<file path="src/rtl/proc_pkg.sv">
// Shared definitions for simple_proc_core: opcodes, controller state codes and ALU select codes.
package proc_pkg;

  localparam logic [3:0] OP_LOAD = 4'b0001;
  localparam logic [3:0] OP_MOVE = 4'b0010;
  localparam logic [3:0] OP_ADD  = 4'b0011;
  localparam logic [3:0] OP_SUB  = 4'b0100;
  localparam logic [3:0] OP_AND  = 4'b0101;
  localparam logic [3:0] OP_OR   = 4'b0110;
  localparam logic [3:0] OP_XOR  = 4'b0111;
  localparam logic [3:0] OP_DIV  = 4'b1000;
  localparam logic [3:0] OP_MOD  = 4'b1001;

  localparam logic [2:0] ST_IDLE = 3'd0;
  localparam logic [2:0] ST_T1   = 3'd1;
  localparam logic [2:0] ST_T2   = 3'd2;
  localparam logic [2:0] ST_T3   = 3'd3;
  localparam logic [2:0] ST_DIVW = 3'd4;

  typedef enum logic [2:0] {
    ALU_ADD,
    ALU_SUB,
    ALU_AND,
    ALU_OR,
    ALU_XOR,
    ALU_NONE
  } alu_sel_t;

  function automatic alu_sel_t alu_sel(input logic [3:0] func);
    case (func)
      OP_ADD:  return ALU_ADD;
      OP_SUB:  return ALU_SUB;
      OP_AND:  return ALU_AND;
      OP_OR:   return ALU_OR;
      OP_XOR:  return ALU_XOR;
      default: return ALU_NONE;
    endcase
  endfunction

endpackage

</file>
<file path="src/rtl/proc_divider.sv">
// Restoring unsigned divider, one quotient bit per cycle over WIDTH cycles after load.
// quotient/remainder show the finished result during the cycle that valid is high.
module proc_divider #(
  parameter int WIDTH = 8
) (
  input  logic             clk,
  input  logic             rst,
  input  logic             load,
  input  logic [WIDTH-1:0] dividend,
  input  logic [WIDTH-1:0] divisor,
  output logic [WIDTH-1:0] quotient,
  output logic [WIDTH-1:0] remainder,
  output logic             valid,
  output logic             dz
);
  localparam int CW = $clog2(WIDTH + 1);

  logic [WIDTH-1:0] q_r, r_r, d_r;
  logic [CW-1:0]    cnt;
  logic [WIDTH:0]   shifted, diff;

  // A zero divisor never borrows, so the quotient fills with ones and the
  // remainder shifts in the whole dividend.
  always_comb begin
    shifted   = {r_r, q_r[WIDTH-1]};
    diff      = shifted - {1'b0, d_r};
    quotient  = {q_r[WIDTH-2:0], ~diff[WIDTH]};
    remainder = diff[WIDTH] ? shifted[WIDTH-1:0] : diff[WIDTH-1:0];
  end

  assign valid = (cnt == CW'(1));
  assign dz    = (d_r == '0);

  always_ff @(posedge clk or posedge rst) begin
    if (rst) begin
      q_r <= '0;
      r_r <= '0;
      d_r <= '0;
      cnt <= '0;
    end else if (load) begin
      q_r <= dividend;
      r_r <= '0;
      d_r <= divisor;
      cnt <= CW'(WIDTH);
    end else if (cnt != '0) begin
      q_r <= quotient;
      r_r <= remainder;
      cnt <= cnt - CW'(1);
    end
  end

endmodule

</file>
<file path="src/rtl/simple_proc_core.sv">
// Multi-cycle processor core: register file, A/G staging, ALU and controller FSM.
// Define PROC_DIVMOD_EN to build the iterative DIV/MOD unit; otherwise DIV/MOD are illegal.
module simple_proc_core
  import proc_pkg::*;
#(
  parameter int  WIDTH = 8,
  parameter int  NREG  = 8,
  localparam int AW    = $clog2(NREG)
) (
  input  logic             clk,
  input  logic             rst,
  input  logic             start,
  input  logic [3:0]       func,
  input  logic [AW-1:0]    rx,
  input  logic [AW-1:0]    ry,
  input  logic [WIDTH-1:0] data_in,
  output logic             busy,
  output logic             done,
  output logic             err,
  input  logic [AW-1:0]    rd_addr,
  output logic [WIDTH-1:0] rd_data
);

  logic [2:0]       state;
  logic [3:0]       func_q;
  logic [AW-1:0]    rx_q, ry_q;
  logic [WIDTH-1:0] din_q, a_q, g_q;
  logic [WIDTH-1:0] regs [NREG];
  logic [WIDTH-1:0] bus, alu_out;
  logic             is_xfer, is_alu, is_div;

  assign is_xfer = (func_q == OP_LOAD) || (func_q == OP_MOVE);
  assign is_alu  = (func_q >= OP_ADD) && (func_q <= OP_XOR);

`ifdef PROC_DIVMOD_EN
  logic [WIDTH-1:0] quot, rem;
  logic             div_valid, div_dz;

  assign is_div = (func_q == OP_DIV) || (func_q == OP_MOD);

  proc_divider #(.WIDTH(WIDTH)) u_divider (
    .clk       (clk),
    .rst       (rst),
    .load      (state == ST_T2 && is_div),
    .dividend  (a_q),
    .divisor   (regs[ry_q]),
    .quotient  (quot),
    .remainder (rem),
    .valid     (div_valid),
    .dz        (div_dz)
  );
`else
  assign is_div = 1'b0;
`endif

  // NOTE: every always_comb output gets a default first so no path can infer a latch.
  always_comb begin
    bus = g_q;
    if (state == ST_T1) bus = (func_q == OP_LOAD) ? din_q : regs[ry_q];
  end

  always_comb begin
    alu_out = a_q;
    case (alu_sel(func_q))
      ALU_ADD: alu_out = a_q + regs[ry_q];
      ALU_SUB: alu_out = a_q - regs[ry_q];
      ALU_AND: alu_out = a_q & regs[ry_q];
      ALU_OR:  alu_out = a_q | regs[ry_q];
      ALU_XOR: alu_out = a_q ^ regs[ry_q];
      default: alu_out = a_q;
    endcase
  end

  assign busy    = (state != ST_IDLE);
  assign done    = (state == ST_T3) || (state == ST_T1 && !(is_alu || is_div));
  assign rd_data = regs[rd_addr];

  // NOTE: the register file is reset on purpose; software relies on R[i]=0 after reset,
  // which also keeps it in flops rather than a RAM macro.
  always_ff @(posedge clk or posedge rst) begin
    if (rst) begin
      state  <= ST_IDLE;
      func_q <= '0;
      rx_q   <= '0;
      ry_q   <= '0;
      din_q  <= '0;
      a_q    <= '0;
      g_q    <= '0;
      err    <= 1'b0;
      for (int i = 0; i < NREG; i++) regs[i] <= '0;
    end else begin
      case (state)
        ST_IDLE: if (start) begin
          func_q <= func;
          rx_q   <= rx;
          ry_q   <= ry;
          din_q  <= data_in;
          err    <= 1'b0;
          state  <= ST_T1;
        end
        ST_T1: begin
          if (is_xfer) begin
            regs[rx_q] <= bus;
            state      <= ST_IDLE;
          end else if (is_alu || is_div) begin
            a_q   <= regs[rx_q];
            state <= ST_T2;
          end else begin
            err   <= 1'b1;
            state <= ST_IDLE;
          end
        end
        ST_T2: begin
          g_q   <= alu_out;
          state <= is_div ? ST_DIVW : ST_T3;
        end
`ifdef PROC_DIVMOD_EN
        ST_DIVW: if (div_valid) begin
          g_q <= (func_q == OP_MOD) ? rem : quot;
          if (div_dz) err <= 1'b1;
          state <= ST_T3;
        end
`endif
        ST_T3: begin
          regs[rx_q] <= bus;
          state      <= ST_IDLE;
        end
        default: state <= ST_IDLE;
      endcase
    end
  end

endmodule
</file>
<file path="config.mk">
export PLATFORM = sky130hd
export DESIGN_NAME = simple_proc_core
export DESIGN_NICKNAME = d
export VERILOG_FILES = /design/src/rtl/proc_pkg.sv /design/src/rtl/proc_divider.sv /design/src/rtl/simple_proc_core.sv
export SDC_FILE = /design/constraint.sdc
export NUM_CORES = 1
export LEC_CHECK = 0
export ABC_AREA = 1
export CORE_ASPECT_RATIO = 0.5
export CORE_MARGIN = 5
export CORE_UTILIZATION = 30
export DETAILED_ROUTE_END_ITERATION = 10
export PLACE_DENSITY = 0.56
export SLEW_MARGIN = 20
export SYNTH_ARGS = -nofsm -noshare
export SYNTH_HDL_FRONTEND = slang
export SYNTH_HIERARCHICAL = 1
export SYNTH_SLANG_ARGS = --single-unit
</file>
<file path="constraint.sdc">
create_clock -name clk -period 3.95 [get_ports clk]
set_clock_uncertainty 0.2 [all_clocks]
set_input_delay 0.79 -clock clk [delete_from_list [all_inputs] [get_ports clk]]
set_output_delay 0.79 -clock clk [all_outputs]
set_load 0.02 [all_outputs]
</file>
==> metrics, run 1 <==
most frequent cells in the layout=nand2_1 (182), a21oi_1 (121), inv_1 (105), dfrtp_1 (100), o21ai_0 (84); min cycle time layout=~3.9 ns; hold-fix buffers at CTS=0; initial antenna violation count=0; # diodes=0; Vias=~6300; Tcrit/Tclk final=a little over nine tenths; DR pass1 iterations=6; Cell Area, Synth=about 6700 µm²; Async SR Flop Fraction=100%; Critical Path AT=a little under 3 ns; Hold Crit Class=flip-flop to flip-flop; Initial Util=between 30% and 40%; number of global-route vias before repair=between 5000 and 6000; critical path's most frequent cell=clkdlybuf4s50_1; routed wire length=roughly 21 mm; Max Slew Vio Count=0; number of synthesized flops with an enable pin=0; P per Cell Area=approximately 960 nW/µm²; Post-Synthesis Cells=approximately 900; Clk pin slew, worst setup/hold paths=around 0.07 ns; critical path class=primary input to output pin; HPWL Detailed=roughly 16 mm; library cells used by synthesis=44; layout cells sized above 1=a little under a tenth; GR Overflow Total=0; sequential area share after synthesis=37.5%; fillers=2299; synth warn=6; DR vias/cell=slightly above 5; clk_lat worst skew=~0.35 ns; postcts setup bufs=0; Hold WS=0.292 ns; area delta synth->final=13.4%; CTS max path bufs=2; GPL Wtd Cong=between 0.8 and 0.9; port buffer count=34; Routed Antenna Nets=0; placed inst area=7370 µm²; run status=finished, final reports clean; Crit-path slowest cell=clkdlybuf4s50_1; Cell Rows=38; fmax=about 260 MHz; Tightest Pin Transition=between 1 and 1.5 ns; leading cell type in the layout, fill and taps excluded=nand2_1; Fin Setup TNS=0 ns; crit-path cells=clkdlybuf4s50_1 -> clkinv_1 -> buf_4 -> a21oi_1 -> o21ai_0 -> a31oi_1 -> clkdlybuf4s50_1; Max VDD drop=around 280 µV; FF+latch count, synth=slightly above 100; Final setup viols=0; die width=around 220 µm; Fin. Hold Viols=0; CP max FO=9; largest net degree at the start of global routing=just under 50; Syn Nets=953; Final #Nets=978; Post-Syn Area per Cell=roughly 7.5 µm²; Power, Total=7300 µW; clock net sink count=approximately 100; Worst Path Required=a little under 3 ns; final instance area=roughly 7600 µm²; PostCTS Resize Cnt=0; CTS tree=done; relative slew slack=31.5%; gr usage total=16.2%; CP endpoint kind=output pin; RSZ-0062 raised after global routing=no; H-tree depth=3; ys flop type=dfrtp_1; Initial DRC Count=504; highest cell delay on the worst timing path=0.67 ns; DIE AREA=roughly 26000 µm²; io pins=35; max-cap viol count=0; CTS buffer count=9; Root Buffer=clkbuf_16; DR WL/cell=roughly 17 µm; core area=~22000 µm²; Leakage=around 0.0035 µW; Critical Path Start Type=primary input; first-pass GRT wire length=about 33 mm; Die Y=around 120 µm; drt drc=0
[synthesized netlist by cell type, types with 2 or more instances]
master       n  area (µm²)
a21oi_1    121         606
inv_2        6        22.5
nor3_1       2        10.0
ha_1        25         313
nand2_2     10        62.6
o21ai_2      5        43.8
clkbuf_1    15        56.3
buf_1        2        7.51
a41oi_1      4        35.0
o211ai_1    11        82.6
nand2_1    182         683
nand3_2      3        30.0
clkinv_1     5        18.8
buf_2        5        25.0
nor2_1      83         312
buf_6        6        67.6
a211oi_1     3        22.5
mux2_2      10         113
o21ai_0     84         420
o21ai_4      2        32.5
o21ai_1     11        55.1
nand3_1     33         165
dfrtp_1    101        2530
o2111ai_1    4        35.0
nand2_4      3        33.8
a2111oi_0    2        17.5
buf_4        8        60.1
nor2_4       8        90.1
xor2_1       6        52.6
inv_1      106         398
a31oi_1     11        68.8
o211ai_2     5        62.6
o22ai_1      2        12.5
a221oi_1     9        78.8
[per-stage QoR]
| stage | util (%) | cells | setup WS, ns |
|---|---|---|---|
| floorplan | - | 903 | 0.313 |
| global placement | 33.7 | 1217 | 0.0701 |
| detailed placement | 33.7 | 1217 | 0.0664 |
| CTS | 34.9 | 1231 | 0.0411 |
| global route | 35.0 | 1231 | 0.0282 |
| finish | 35.0 | 1231 | 0.0576 |
[power breakdown]
group	total, µW	internal, µW	switching [µW]
sequential	1990	1520	473
clock	836	441	395
combinational	4480	1510	2960
total	7300	3470	3830
[state kept, by name (all words and copies together) (netlist names)]
signal  cells
g_q         8
regs       64
a_q         8
rx_q        3
err         1
func_q      4
state       2
din_q       8
ry_q        3
[worst max-delay path, delay by kind of cell]
kind | cells | cell delay (ns)
AOI/OAI and AO/OA | 3 | 0.49
buffers and inverters | 4 | 1.62
[layer usage]
| metal | wire [µm] | global-route usage (%) | share of wire (%) |
|---|---|---|---|
| met4 | 283 | 3.69 | 1.3 |
| met1 | 10200 | 23.3 | 48 |
| met2 | 9370 | 25.7 | 44 |
| met3 | 1360 | 3.06 | 6.4 |
| met5 | 0 | 0 | 0 |
[worst paths after layout]
check	slack, ns	from	endpoint	depth (start not counted)
max in group asynchronous	2.12	rst	regs[55]	3
worst min register to register	0.29	err	err	2
worst max-delay path	0.06	rd_addr[0]	rd_data[0]	7
worst max register to register	0.38	ry_q[0]	g_q[6]	19
min in group asynchronous	0.68	rst	regs[4]	2
worst min-delay path	0.29	err	err	2
[cells by family (layout without fill, tap and decap cells)]
logic type      count (synthesis)  in the layout  synth area share, %
fa+ha+maj                      26             26                 4.94
xor+xnor                        6              6                0.779
flops                         101            101                 37.5
buf+inv                       157            185                 10.5
compound gates                275            275                 23.5
simple gates                  328            328                 21.2
mux                            10             10                 1.67
[cell type report]
type                       count  area (µm²)  share of cell area (%)
clock buffer                  11         243                    3.17
clock inverter                 3        22.5                   0.295
inverter                     119         459                    6.01
multi-input combinational    645        3510                    45.9
sequential                   101        2530                    33.1
tap                          300         375                    4.91
timing repair buffer          52         509                    6.66
No activity file was read; power rests on OpenSTA's default activity.
==> run 2, diff against run 1 <==
ABC_CLOCK_PERIOD_IN_PS = 3950   (was default)
==> results of run 2 <==
Same layout as run 1: the final DEF is identical, and so are final timing and power.
